`config.mk`:
```
export PLATFORM = sky130hd
export DESIGN_NAME = lsu_mem_master
export DESIGN_NICKNAME = d
export VERILOG_FILES = /design/src/rtl/lsu_pkg.sv /design/src/rtl/lsu_lane_align.sv /design/src/rtl/lsu_mem_master.sv
export SDC_FILE = /design/constraint.sdc
export NUM_CORES = 1
export LEC_CHECK = 0
export CORE_ASPECT_RATIO = 1.25
export CORE_MARGIN = 3
export CORE_UTILIZATION = 51
export DETAILED_ROUTE_END_ITERATION = 10
export PLACE_DENSITY = 0.86
export SYNTH_ARGS = -nofsm -noshare
export SYNTH_HDL_FRONTEND = slang
export SYNTH_SLANG_ARGS = --single-unit
```
`constraint.sdc`:
```
create_clock -name clk -period 4.8 [get_ports clk]
set_input_delay 0.72 -clock clk [delete_from_list [all_inputs] [get_ports clk]]
set_output_delay 0.72 -clock clk [all_outputs]
set_load 0.02 [all_outputs]
```
`src/rtl/lsu_pkg.sv`:
```
`default_nettype none
// ============================================================================
// Module  : lsu_pkg
// Brief   : Shared funct3 codes, FSM encoding and decode helpers for the LSU.
// Revision: 1.0 - initial release
// ============================================================================
package lsu_pkg;

  localparam logic [2:0] F3_B  = 3'b000;
  localparam logic [2:0] F3_H  = 3'b001;
  localparam logic [2:0] F3_W  = 3'b010;
  localparam logic [2:0] F3_BU = 3'b100;
  localparam logic [2:0] F3_HU = 3'b101;

  typedef enum logic [2:0] {
    ST_IDLE   = 3'd0,
    ST_LOAD   = 3'd1,
    ST_WRITE  = 3'd2,
    ST_RMW_RD = 3'd3,
    ST_RMW_WR = 3'd4,
    ST_RESP   = 3'd5,
    ST_ERR    = 3'd6
  } lsu_state_e;

  function automatic logic lsu_funct3_ok(input logic we, input logic [2:0] f3);
    if (we) return (f3 == F3_B) || (f3 == F3_H) || (f3 == F3_W);
    return (f3 == F3_B) || (f3 == F3_H) || (f3 == F3_W) ||
           (f3 == F3_BU) || (f3 == F3_HU);
  endfunction

  // funct3[1:0] encodes the access size for both loads and stores.
  function automatic logic lsu_misaligned(input logic [2:0] f3, input logic [1:0] a);
    case (f3[1:0])
      2'b01:   return a[0];
      2'b10:   return (a != 2'b00);
      default: return 1'b0;
    endcase
  endfunction

endpackage
`default_nettype wire

```
`src/rtl/lsu_lane_align.sv`:
```
`default_nettype none
// ============================================================================
// Module  : lsu_lane_align
// Brief   : Combinational load lane extract/extend and store-lane merge.
// Revision: 1.0 - initial release
// ============================================================================
module lsu_lane_align
  import lsu_pkg::*;
#(
  parameter int DATA_W = 32
) (
  input  logic [2:0]        funct3,
  input  logic [1:0]        addr_lo,
  input  logic [DATA_W-1:0] rdata,
  input  logic [DATA_W-1:0] base,
  input  logic [DATA_W-1:0] wdata,
  output logic [DATA_W-1:0] load_data,
  output logic [DATA_W-1:0] merged
);

  logic [7:0]  w_byte;
  logic [15:0] w_half;

  always_comb begin
    w_byte = rdata[{addr_lo, 3'b000} +: 8];
    w_half = addr_lo[1] ? rdata[31:16] : rdata[15:0];
    case (funct3)
      F3_B:    load_data = {{24{w_byte[7]}}, w_byte};
      F3_BU:   load_data = {24'h0, w_byte};
      F3_H:    load_data = {{16{w_half[15]}}, w_half};
      F3_HU:   load_data = {16'h0, w_half};
      default: load_data = rdata;
    endcase
  end

  // Untouched lanes keep the word read back during the RMW read phase.
  always_comb begin
    merged = base;
    case (funct3[1:0])
      2'b00:   merged[{addr_lo, 3'b000} +: 8]        = wdata[7:0];
      2'b01:   merged[{addr_lo[1], 4'b0000} +: 16]   = wdata[15:0];
      default: merged = wdata;
    endcase
  end

endmodule
`default_nettype wire

```
`src/rtl/lsu_mem_master.sv`:
```
`default_nettype none
// ============================================================================
// Module  : lsu_mem_master
// Brief   : RV32I load/store initiator for a word-only DMEM port; sub-word
//           stores via read-modify-write. Optional: LSU_MISALIGN_CHECK_EN.
// Revision: 1.0 - initial release
// ============================================================================
module lsu_mem_master
  import lsu_pkg::*;
#(
  parameter int ADDR_W = 32,
  parameter int DATA_W = 32
) (
  input  logic              clk,
  input  logic              rst,
  input  logic              req_valid,
  output logic              req_ready,
  input  logic              req_we,
  input  logic [2:0]        req_funct3,
  input  logic [ADDR_W-1:0] req_addr,
  input  logic [DATA_W-1:0] req_wdata,
  output logic              resp_valid,
  output logic [DATA_W-1:0] resp_rdata,
  output logic              resp_err,
  output logic [ADDR_W-1:0] mem_addr,
  output logic [DATA_W-1:0] mem_wdata,
  output logic              mem_we,
  output logic              mem_re,
  input  logic [DATA_W-1:0] mem_rdata
);

  lsu_state_e        r_state, w_state_nxt;
  logic              r_we;
  logic [2:0]        r_funct3;
  logic [ADDR_W-1:0] r_addr;
  logic [DATA_W-1:0] r_wdata;
  logic [DATA_W-1:0] r_merge_buf;
  logic [DATA_W-1:0] r_rdata;

  logic              w_accept;
  logic              w_bad;
  logic              w_rd_state;
  logic              w_wr_state;
  logic [DATA_W-1:0] w_load_data;
  logic [DATA_W-1:0] w_merged;

  assign w_accept = req_valid && (r_state == ST_IDLE);

`ifdef LSU_MISALIGN_CHECK_EN
  assign w_bad = !lsu_funct3_ok(req_we, req_funct3) ||
                 lsu_misaligned(req_funct3, req_addr[1:0]);
`else
  assign w_bad = !lsu_funct3_ok(req_we, req_funct3);
`endif

  lsu_lane_align #(.DATA_W(DATA_W)) u_align (
    .funct3    (r_funct3),
    .addr_lo   (r_addr[1:0]),
    .rdata     (mem_rdata),
    .base      (r_merge_buf),
    .wdata     (r_wdata),
    .load_data (w_load_data),
    .merged    (w_merged)
  );

  always_ff @(posedge clk) begin
    if (rst) begin
      r_state     <= ST_IDLE;
      r_we        <= 1'b0;
      r_funct3    <= 3'b000;
      r_addr      <= '0;
      r_wdata     <= '0;
      r_merge_buf <= '0;
      r_rdata     <= '0;
    end else begin
      r_state <= w_state_nxt;
      if (w_accept) begin
        r_we     <= req_we;
        r_funct3 <= req_funct3;
        r_addr   <= req_addr;
        r_wdata  <= req_wdata;
        r_rdata  <= '0;
      end
      if (r_state == ST_LOAD)   r_rdata     <= w_load_data;
      if (r_state == ST_RMW_RD) r_merge_buf <= mem_rdata;
    end
  end

  always_comb begin
    w_state_nxt = r_state;
    req_ready   = 1'b0;
    resp_valid  = 1'b0;
    resp_err    = 1'b0;
    w_rd_state  = 1'b0;
    w_wr_state  = 1'b0;
    case (r_state)
      ST_IDLE: begin
        req_ready = 1'b1;
        if (req_valid) begin
          if (w_bad)                    w_state_nxt = ST_ERR;
          else if (!req_we)             w_state_nxt = ST_LOAD;
          else if (req_funct3 == F3_W)  w_state_nxt = ST_WRITE;
          else                          w_state_nxt = ST_RMW_RD;
        end
      end
      ST_LOAD: begin
        w_rd_state  = 1'b1;
        w_state_nxt = ST_RESP;
      end
      ST_RMW_RD: begin
        w_rd_state  = 1'b1;
        w_state_nxt = ST_RMW_WR;
      end
      ST_RMW_WR, ST_WRITE: begin
        w_wr_state  = 1'b1;
        w_state_nxt = ST_RESP;
      end
      ST_RESP: begin
        resp_valid  = 1'b1;
        w_state_nxt = ST_IDLE;
      end
      ST_ERR: begin
        resp_valid  = 1'b1;
        resp_err    = 1'b1;
        w_state_nxt = ST_IDLE;
      end
      default: w_state_nxt = ST_IDLE;
    endcase
  end

  // Gating with rst keeps a reset edge from committing an in-flight write.
  assign mem_re     = w_rd_state && !rst;
  assign mem_we     = w_wr_state && !rst;
  assign mem_addr   = {r_addr[ADDR_W-1:2], 2'b00};
  assign mem_wdata  = w_wr_state ? w_merged : '0;
  assign resp_rdata = r_rdata;

  logic w_unused;
  assign w_unused = r_we;

endmodule
`default_nettype wire

```
# --- Yosys cells after proc, flatten, opt, wreduce, memory -nomap -nowiden ---
# Index checks and enable logic that the tools add are counted.
word_totals:
  reg_bits: 134
  latchBits: 0
  mem_bits_rw: 0
  mem_bits_ro: 0
  input_bits: 103
  out_inout_bits: 101
  elab_cells: 66
  mem_count: 0
op_classes:
  addsub: 2
  multipliers: 0
  n_div: 0
  n_lt_le_gt_ge: 0
  n_eq_ne: 15
  n_shift: 5
  muxes: 21
  n_bitwise: 0
  n_reduce_logical: 17
op_table:
  columns: ["cell", "n"]
  rows:
  - ["32-bit one-hot mux with 4 select lines", 1]
  - ["32-bit 2-to-1 mux", 3]
  - ["32-bit bitwise mux", 2]
  - ["32-bit one-hot mux with 2 select lines", 1]
  - ["16-bit by 7-bit variable shift with 32-bit output, first input constant", 1]
  - ["8-bit by 7-bit variable shift with 32-bit output, first input constant", 1]
  - ["16-bit by 7-bit indexed part select with 32-bit output", 1]
  - ["32-bit by 6-bit indexed part select with 8-bit output", 1]
  - ["8-bit by 7-bit indexed part select with 32-bit output", 1]
  - ["3-bit equality test, second input constant", 7]
  - ["16-bit 2-to-1 mux", 1]
  - ["5-bit negation with 7-bit output", 2]
  - ["3-bit by 1-bit equality test with 1-bit output, second input constant", 3]
  - ["3-bit by 2-bit equality test with 1-bit output, second input constant", 3]
  - ["3-bit logical NOT", 3]
  - ["1-bit 2-to-1 mux", 9]
  - ["3-bit one-hot mux with 3 select lines", 1]
  - ["3-bit 2-to-1 mux", 2]
  - ["2-bit OR reduction", 3]
  - ["1-bit logical OR", 4]
  - ["1-bit logical AND", 3]
  - ["3-bit OR reduction", 1]
  - ["2-bit by 1-bit equality test with 1-bit output, second input constant", 1]
  - ["2-bit logical NOT", 1]
  - ["other kinds (4)", 4]

# --- Logic depth before layout (Yosys ltp) ---
# Gate-level depths: netlist of run 1.
depth:
  ltp_word: 9
  depth_mapped: 8
  depth_no_buf: 6

# --- Modules after synthesis ---
# A second synthesis of run 1 with hierarchy kept.
hier_totals:
  cells_unflattened: 926
  area_unflattened_um2: 7153.1
modules_own_cells:
  columns: ["mod", "n_inst", "cells_per_inst", "area_each_um2", "seq_area_each_um2"]
  rows:
  - ["lsu_mem_master", 1, 672, 5250.0, 2682.6]
  - ["lsu_lane_align", 1, 254, 1903.1, 0.0]

# --- Worst setup path after synthesis of run 1 ---
# OpenSTA, ideal clock, no wires.
synth_path:
  kind: "reg-to-output"
  startpoint: "register r_addr[1]"
  endpoint: "output mem_wdata[3]"
  t_arrival_ps: 2150
  required_time_ps: 4080
  slack_ps: 1930
  stages_incl_launch_ff: 7
  path_buffers: 1
  cell_sequence: "dfxtp_1 -> buf_4 -> inv_1 -> ha_1 -> nor3_1 -> a221oi_1 -> nor3_1"
synth_via:
  elab_chain_cells: 5
  elab_cells_between_ends: 10
  cone_classes: "add/sub: 2; shift: 4; mux: 4"
synth_rtl:
  columns: ["element", "line_no", "rtl"]
  rows:
  - ["start, declared", "lsu_mem_master.sv:35", "logic [ADDR_W-1:0] r_addr;"]
  - ["start signal, assigned", "lsu_mem_master.sv:80", "r_addr <= req_addr;"]
  - ["5-bit negation with 7-bit output, on equally long branches", "lsu_lane_align.sv:41, lsu_lane_align.sv:40", null]
  - ["16-bit by 7-bit indexed part select with 32-bit output, or another cell as far along", "lsu_lane_align.sv:41", "2'b01: merged[{addr_lo[1], 4'b0000} +: 16] = wdata[15:0];"]
  - ["32-bit bitwise mux, on equally long branches", "lsu_lane_align.sv:41, lsu_lane_align.sv:40", null]
  - ["32-bit one-hot mux with 2 select lines *", "lsu_lane_align.sv:39", "case (funct3[1:0])"]
  - ["32-bit 2-to-1 mux *", "lsu_mem_master.sv:135", "assign mem_wdata = w_wr_state ? w_merged : '0;"]
  - ["end, declared", "lsu_mem_master.sv:26", "output logic [DATA_W-1:0] mem_wdata,"]
# Mark *: on every way between the ends. The rest lies on a longest branch, timed or not.

# --- Worst setup path after layout of run 1 ---
layout_path:
  startpoint: "register r_addr[0]"
  endpoint: "output mem_wdata[3]"
layout_via:
  elab_chain_cells: 5
  elab_cells_between_ends: 6
  cone_classes: "add/sub: 1; shift: 2; mux: 3"
layout_rtl:
  columns: ["element", "line_no", "rtl"]
  rows:
  - ["5-bit negation with 7-bit output *", "lsu_lane_align.sv:40", "2'b00: merged[{addr_lo, 3'b000} +: 8] = wdata[7:0];"]
  - ["8-bit by 7-bit indexed part select with 32-bit output / 8-bit by 7-bit variable shift with 32-bit output (equally long branches)", "lsu_lane_align.sv:40", null]
  - ["32-bit bitwise mux *", "lsu_lane_align.sv:40", null]
  - ["32-bit one-hot mux with 2 select lines *", "lsu_lane_align.sv:39", null]
  - ["32-bit 2-to-1 mux *", "lsu_mem_master.sv:135", null]
# Marked as above.

==> results of run 1 <==
==> cells in the final DEF (no fill, tap or decap), drive strengths merged, types with 17 or more instances in the layout <==
| master | n |
|---|---|
| dfxtp | 134 |
| a221o | 19 |
| o21ai | 33 |
| nand2 | 229 |
| a221oi | 25 |
| a21oi | 122 |
| clkdlybuf4s50 | 200 |
| nor3 | 26 |
| o22ai | 40 |
| clkbuf | 17 |
| inv | 18 |
==> logic make-up after synthesis <==
kind of cell             count (synthesis)
AND/OR/NAND/NOR                        301
other                                    1
XOR/XNOR                                 2
buffers and inverters                  108
flip-flops                             134
adder cells (fa/ha/maj)                  5
AO/OA/AOI/OAI                          251
multiplexers                            25
==> cells in the mapped netlist, drive strengths merged, types with 4 or more instances <==
| master | n |
|---|---|
| a21oi | 122 |
| a221o | 19 |
| a221oi | 25 |
| a22oi | 8 |
| buf | 66 |
| clkbuf | 32 |
| dfxtp | 134 |
| ha | 5 |
| inv | 9 |
| mux2 | 15 |
| mux2i | 9 |
| nand2 | 229 |
| nand2b | 6 |
| nor2 | 15 |
| nor2b | 9 |
| nor3 | 26 |
| o21ai | 33 |
| o22ai | 40 |
| or2 | 4 |
==> power groups by stage <==
stage | sequential (mW) | combinational [mW] | clock (mW)
5_1_grt | 1.29 | 0.859 | 1.37
6_report | 1.28 | 0.794 | 1.31
2_1_floorplan | 1.30 | 0.496 | 0
3_5_place_dp | 1.30 | 0.784 | 0
4_1_cts | 1.28 | 0.791 | 1.32
3_3_place_gp | 1.29 | 0.775 | 0
==> worst min-delay path: stages, from the launching register on <==
cell and delay (ns):
dfxtp_1 0.31, nand2_1 0.05, a21oi_1 0.05
==> through the flow <==
stage               area (µm²)  hold WS [ns]  instances  util, %  power (mW)
floorplan                 6550         0.436        828        -        1.80
global placement          8270         0.436       1104     67.1        2.07
detailed placement        8270         0.440       1104     67.1        2.08
CTS                       8850         0.453       1136     71.8        3.39
global route              8850         0.471       1136     71.8        3.52
finish                    8850         0.451       1136     71.8        3.38
==> path summary, 6_finish.rpt <==
check | startpoint | end | slack (ns) | cells past startpoint
setup reg to reg | r_state[0]$_SDFFE_PP0P_ | resp_rdata[28]$_SDFFE_PP0P_ | 2.61 | 4
setup / recovery | r_addr[0]$_SDFFE_PP0P_ | mem_wdata[3] | 0.56 | 6
hold / removal | r_addr[12]$_SDFFE_PP0P_ | r_addr[12]$_SDFFE_PP0P_ | 0.45 | 2
hold reg to reg | r_addr[12]$_SDFFE_PP0P_ | r_addr[12]$_SDFFE_PP0P_ | 0.45 | 2
==> layer usage <==
metal	vias up	GRT usage, %
li1	3121	-
met1	3069	35.7
met2	397	44.9
met3	69	8.35
met4	0	12.3
met5	-	0
==> flip-flops by register name (all words and copies together) (netlist names) <==
name	count
r_state	3
r_merge_buf	32
resp_rdata	32
r_addr	32
r_funct3	3
r_wdata	32
==> area by class of cell <==
class                   instances  share of cell area, %
multi-input cells             586                   36.9
clock inverters                15                   1.82
repair buffers                210                   23.5
clock buffers                  17                   4.80
flip-flops and latches        134                   30.3
inverters                      10                  0.424
well taps                     164                   2.32
==> results_dict.tcl, run 1 <==
set metrics [dict create \
    dpl.hpwl_um 13900 \
    wl_met2_um 9510 \
    critPathSlowestCell "nor3_1" \
    clock-root-buffer "clkbuf_16" \
    switching_share_pct 32.4 \
    period_share_pct 88.4 \
    crit_required_ns 4.08 \
    clk_pin_slew_worst_paths_ns 0.06 \
    seq_area_um2 2680 \
    dieArea_um2 14200 \
    clock_latency_ns 0.43 \
    worstMarginPinSlew_ns 0.903 \
    grt.overflow.total 0 \
    yosysSeqAreaShare_pct 41.0 \
    drive_gt1_share_pct 8.23 \
    yosysUniqueCellTypes 49 \
    synth-xor-area-share_pct 0.268 \
    grt_use_total_pct 28.3 \
    synth_top_area_share_pct 41.0 \
    yosysWarnings 0 \
    syn_avg_cell_area_um2 7.92 \
    cp-start-kind "flip-flop" \
    gp_congestion 0.942 \
    power_density_nw_per_um2 382 \
    cts_buffers 17 \
    path_delay_family "simple AND/OR/NAND/NOR gates" \
    path_cells "inv_1, ha_1, nor3_1, a221oi_1, nor3_1, clkdlybuf4s50_1" \
    grt_pass1_vias 6263 \
    final_nets 1067 \
    antenna_found_initial 0 \
    fp.coreArea_um2 12300 \
    synthFlopType "dfxtp_1" \
    setup_slack_ns 0.558 \
    setup_viol 0 \
    ys_top_cells_by_area "dfxtp_1 41%, nand2_1 13%, a21oi_1 9.3%" \
    synthArstFlopShare_pct 0 \
    final_max_slew_viol_count 0 \
    grt_max_degree 69 \
    synth_edf_count 0 \
    max_freq_mhz 236 \
    cts.htree.levels 4 \
    drc 0 \
    p_seq_share_pct 37.8 \
    cts_resized 0 \
    end_kind "output pin" \
    syn_to_final_growth_pct 35.2 \
    vias 6656 \
    antenna_cells 0 \
    crit_buf_inv 2 \
    n_fill_cell 931 \
    muxShareOfSynthArea_pct 4.61 \
    clockBufferDepth 2 \
    pwr-share-clk_pct 38.8 \
    crit_arrival_ns 3.52 \
    cts_num_sinks 134 \
    start_util_pct 53.1 \
    cts_tree "done" \
    cell_internal_pwr_mw 2.29 \
    viasPerCell 5.86 \
    grt_pass1_wl_um 32400 \
    critPathMaxStageDelay_ns 0.76 \
    syn-cell-area_um2 6550 \
    io_buffers 201 \
    wl_per_cell_um 17.9 \
    io_pins 204 \
    pre_cts_slack_ns 1.05 \
    synth-seq-cells 134 \
    routed_wl_um 20300 \
    period_needed_ns 4.24 \
    die_w_um 107 \
    m1WireLength_um 7750 \
    synth_adder_area_share_pct 0.955 \
    highest_layer "met4" \
    p_leak_nw 3.09 \
    drt_iter0_markers 782 \
    fin_worst_skew_ns 0.0109 \
    slew_headroom_pct 39.4 \
    status "finished, final reports clean" \
    cts_setup_buffers 0 \
    drt.antenna.violating_nets 0 \
    multi_input_area_um2 3270 \
    synth_top_family_by_area "compound AO/OA/AOI/OAI gates" \
    rows 45 \
    hold_path.class "flip-flop to flip-flop" \
    worst_path_most_repeated_cell "nor3_1" \
    synthCells 827 \
    combPwrFrac_pct 23.5 \
    netlist.top_cell.by_area "dfxtp_1" \
    drv_cap 0 \
    synthSimpleGateAreaFrac_pct 20.4 \
    synth_compound_area_share_pct 23.5 \
    max-vdd-ir-drop_v 0.000276 \
    cp_max_fo 11 \
    wl_met3_um 2260 \
    dr.pass1.iters 6 \
    p_sw_mw 1.10 \
    hold_violations 0 \
    die_h_um 133 \
    finalSetupTns_ns 0 \
    rsz0062_at_grt "no" \
    hold_buffers 0 \
    crit_type "flip-flop to output pin" \
]
Power figures use the tool's default switching activity.
==> run 2: changes to the inputs <==
Settings changed: GPL_TIMING_DRIVEN set to 1, PLACE_DENSITY 0.86 to unset, PLACE_DENSITY_LB_ADDON set to 0.1.
==> results_dict.tcl, run 2 (synthesis results as in run 1) <==
set metrics [dict create \
    path_cells "inv_1, ha_1, nor3_1, a221oi_1, nor3_1, clkdlybuf4s50_1" \
    power_mw 3.42 \
    dpl.hpwl_um 15000 \
    clock-root-buffer "clkbuf_16" \
    dr.pass1.iters 5 \
    power_density_nw_per_um2 386 \
    drc 0 \
    place_inst 1102 \
    grt_pass1_wl_um 32900 \
    grt_max_degree 71 \
    drt_iter0_markers 528 \
    viasPerCell 5.86 \
    finalSetupTns_ns 0 \
    pre_cts_slack_ns 1.08 \
    cts_tree "done" \
    layout_commonest_cell "nand2_1" \
    grt_use_total_pct 29.1 \
    worstMarginPinSlew_ns 1.32 \
    routed_wl_um 21200 \
    period_share_pct 87.0 \
    cts_num_sinks 134 \
    cts_resized 0 \
    drv_cap 0 \
    final_nets 1065 \
    clk_pin_slew_worst_paths_ns 0.06 \
    vias 6650 \
    placed_area_um2 8250 \
    cp-start-kind "flip-flop" \
    crit_arrival_ns 3.46 \
    start_util_pct 53.1 \
    syn_to_final_growth_pct 35.3 \
    crit_type "flip-flop to output pin" \
    hold_buffers 0 \
    rows 45 \
    critPathSlowestCell "nor3_1" \
    die_w_um 107 \
    fp.coreArea_um2 12300 \
    end_kind "output pin" \
    seq_area_um2 2680 \
    setup_viol 0 \
    layout.cells.non_filler 1134 \
    hold_ws_ns 0.450 \
    max_freq_mhz 239 \
    status "finished, final reports clean" \
    crit_required_ns 4.08 \
    antenna_found_initial 0 \
    grt_pass1_vias 6216 \
    period_needed_ns 4.18 \
    worst_path_most_repeated_cell "nor3_1" \
    drive_gt1_share_pct 7.73 \
    final_max_slew_viol_count 0 \
    gp_congestion 0.930 \
    cts_setup_buffers 0 \
    cts.htree.levels 4 \
    drt.antenna.violating_nets 0 \
    layout_common_cells "228 x nand2_1, 200 x clkdlybuf4s50_1, 134 x dfxtp_1, 121 x a21oi_1, 40 x o22ai_1" \
    rsz0062_at_grt "no" \
    die_h_um 133 \
    clockBufferDepth 2 \
    dieArea_um2 14200 \
    setup_slack_ns 0.624 \
    final_area_um2 8860 \
    antenna_cells 0 \
    hold_violations 0 \
    multi_input_area_um2 3270 \
    cts_buffers 17 \
    clock_latency_ns 0.43 \
    worst-r2r-setup-slack_ns 2.56 \
    fin_worst_skew_ns 0.0109 \
    grt.overflow.total 0 \
    hold_path.class "flip-flop to flip-flop" \
    cp_max_fo 11 \
    critPathMaxStageDelay_ns 0.73 \
    io_buffers 201 \
    wl_per_cell_um 18.7 \
    io_pins 204 \
    utilization_pct 71.9 \
    slew_headroom_pct 11.7 \
    n_fill_cell 931 \
    max-vdd-ir-drop_v 0.000254 \
    p_leak_nw 3.08 \
]
==> run 2: cell types whose count changed in the layout (fill, tap and decap cells not counted), sizes merged <==
cell      before  now
clkbuf        17   22
inv           18   11
bufinv         1    3
clkinvlp       2    3
buf           10    8
clkinv         4    3
==> run 2: final cells by class <==
| type | count | share of cell area (%) |
|---|---|---|
| multi-input combinational | 586 | 36.9 |
| sequential | 134 | 30.3 |
| timing repair buffer | 208 | 23.3 |
| clock buffer | 22 | 5.24 |
| tap | 164 | 2.32 |
| clock inverter | 10 | 1.62 |
| inverter | 10 | 0.424 |
==> run 2: worst max-delay path: cells and delay by family, from the launching register on <==
family / cells / cell delay, ns
AO/OA/AOI/OAI: 1 / 0.20
adder cells (fa/ha/maj): 1 / 0.42
buffers and inverters: 2 / 0.86
flip-flops: 1 / 0.58
AND/OR/NAND/NOR: 2 / 0.97
==> run 2: path summary, 6_finish.rpt <==
kind / cells past startpoint / from / endpoint
worst min-delay path: 2 / resp_rdata[8]$_SDFFE_PP0P_ / resp_rdata[8]$_SDFFE_PP0P_
worst min register to register: 2 / resp_rdata[8]$_SDFFE_PP0P_ / resp_rdata[8]$_SDFFE_PP0P_
worst max-delay path: 6 / r_addr[0]$_SDFFE_PP0P_ / mem_wdata[7]
worst max register to register: 5 / r_addr[1]$_SDFFE_PP0P_ / resp_rdata[20]$_SDFFE_PP0P_
==> run 2: power breakdown <==
part | internal [mW] | total [mW] | switching, mW
registers | 1.20 | 1.28 | 0.0835
clock network | 0.847 | 1.35 | 0.500
logic | 0.350 | 0.795 | 0.445
==> run 2: routing by layer <==
metal | routed length, µm | vias up | GRT usage [%]
li1 | - | 3123 | -
met1 | 8370 | 3120 | 36.4
met2 | 10300 | 338 | 47.1
met3 | 1790 | 69 | 7.42
met4 | 810 | 0 | 13.0
met5 | 0 | - | 0
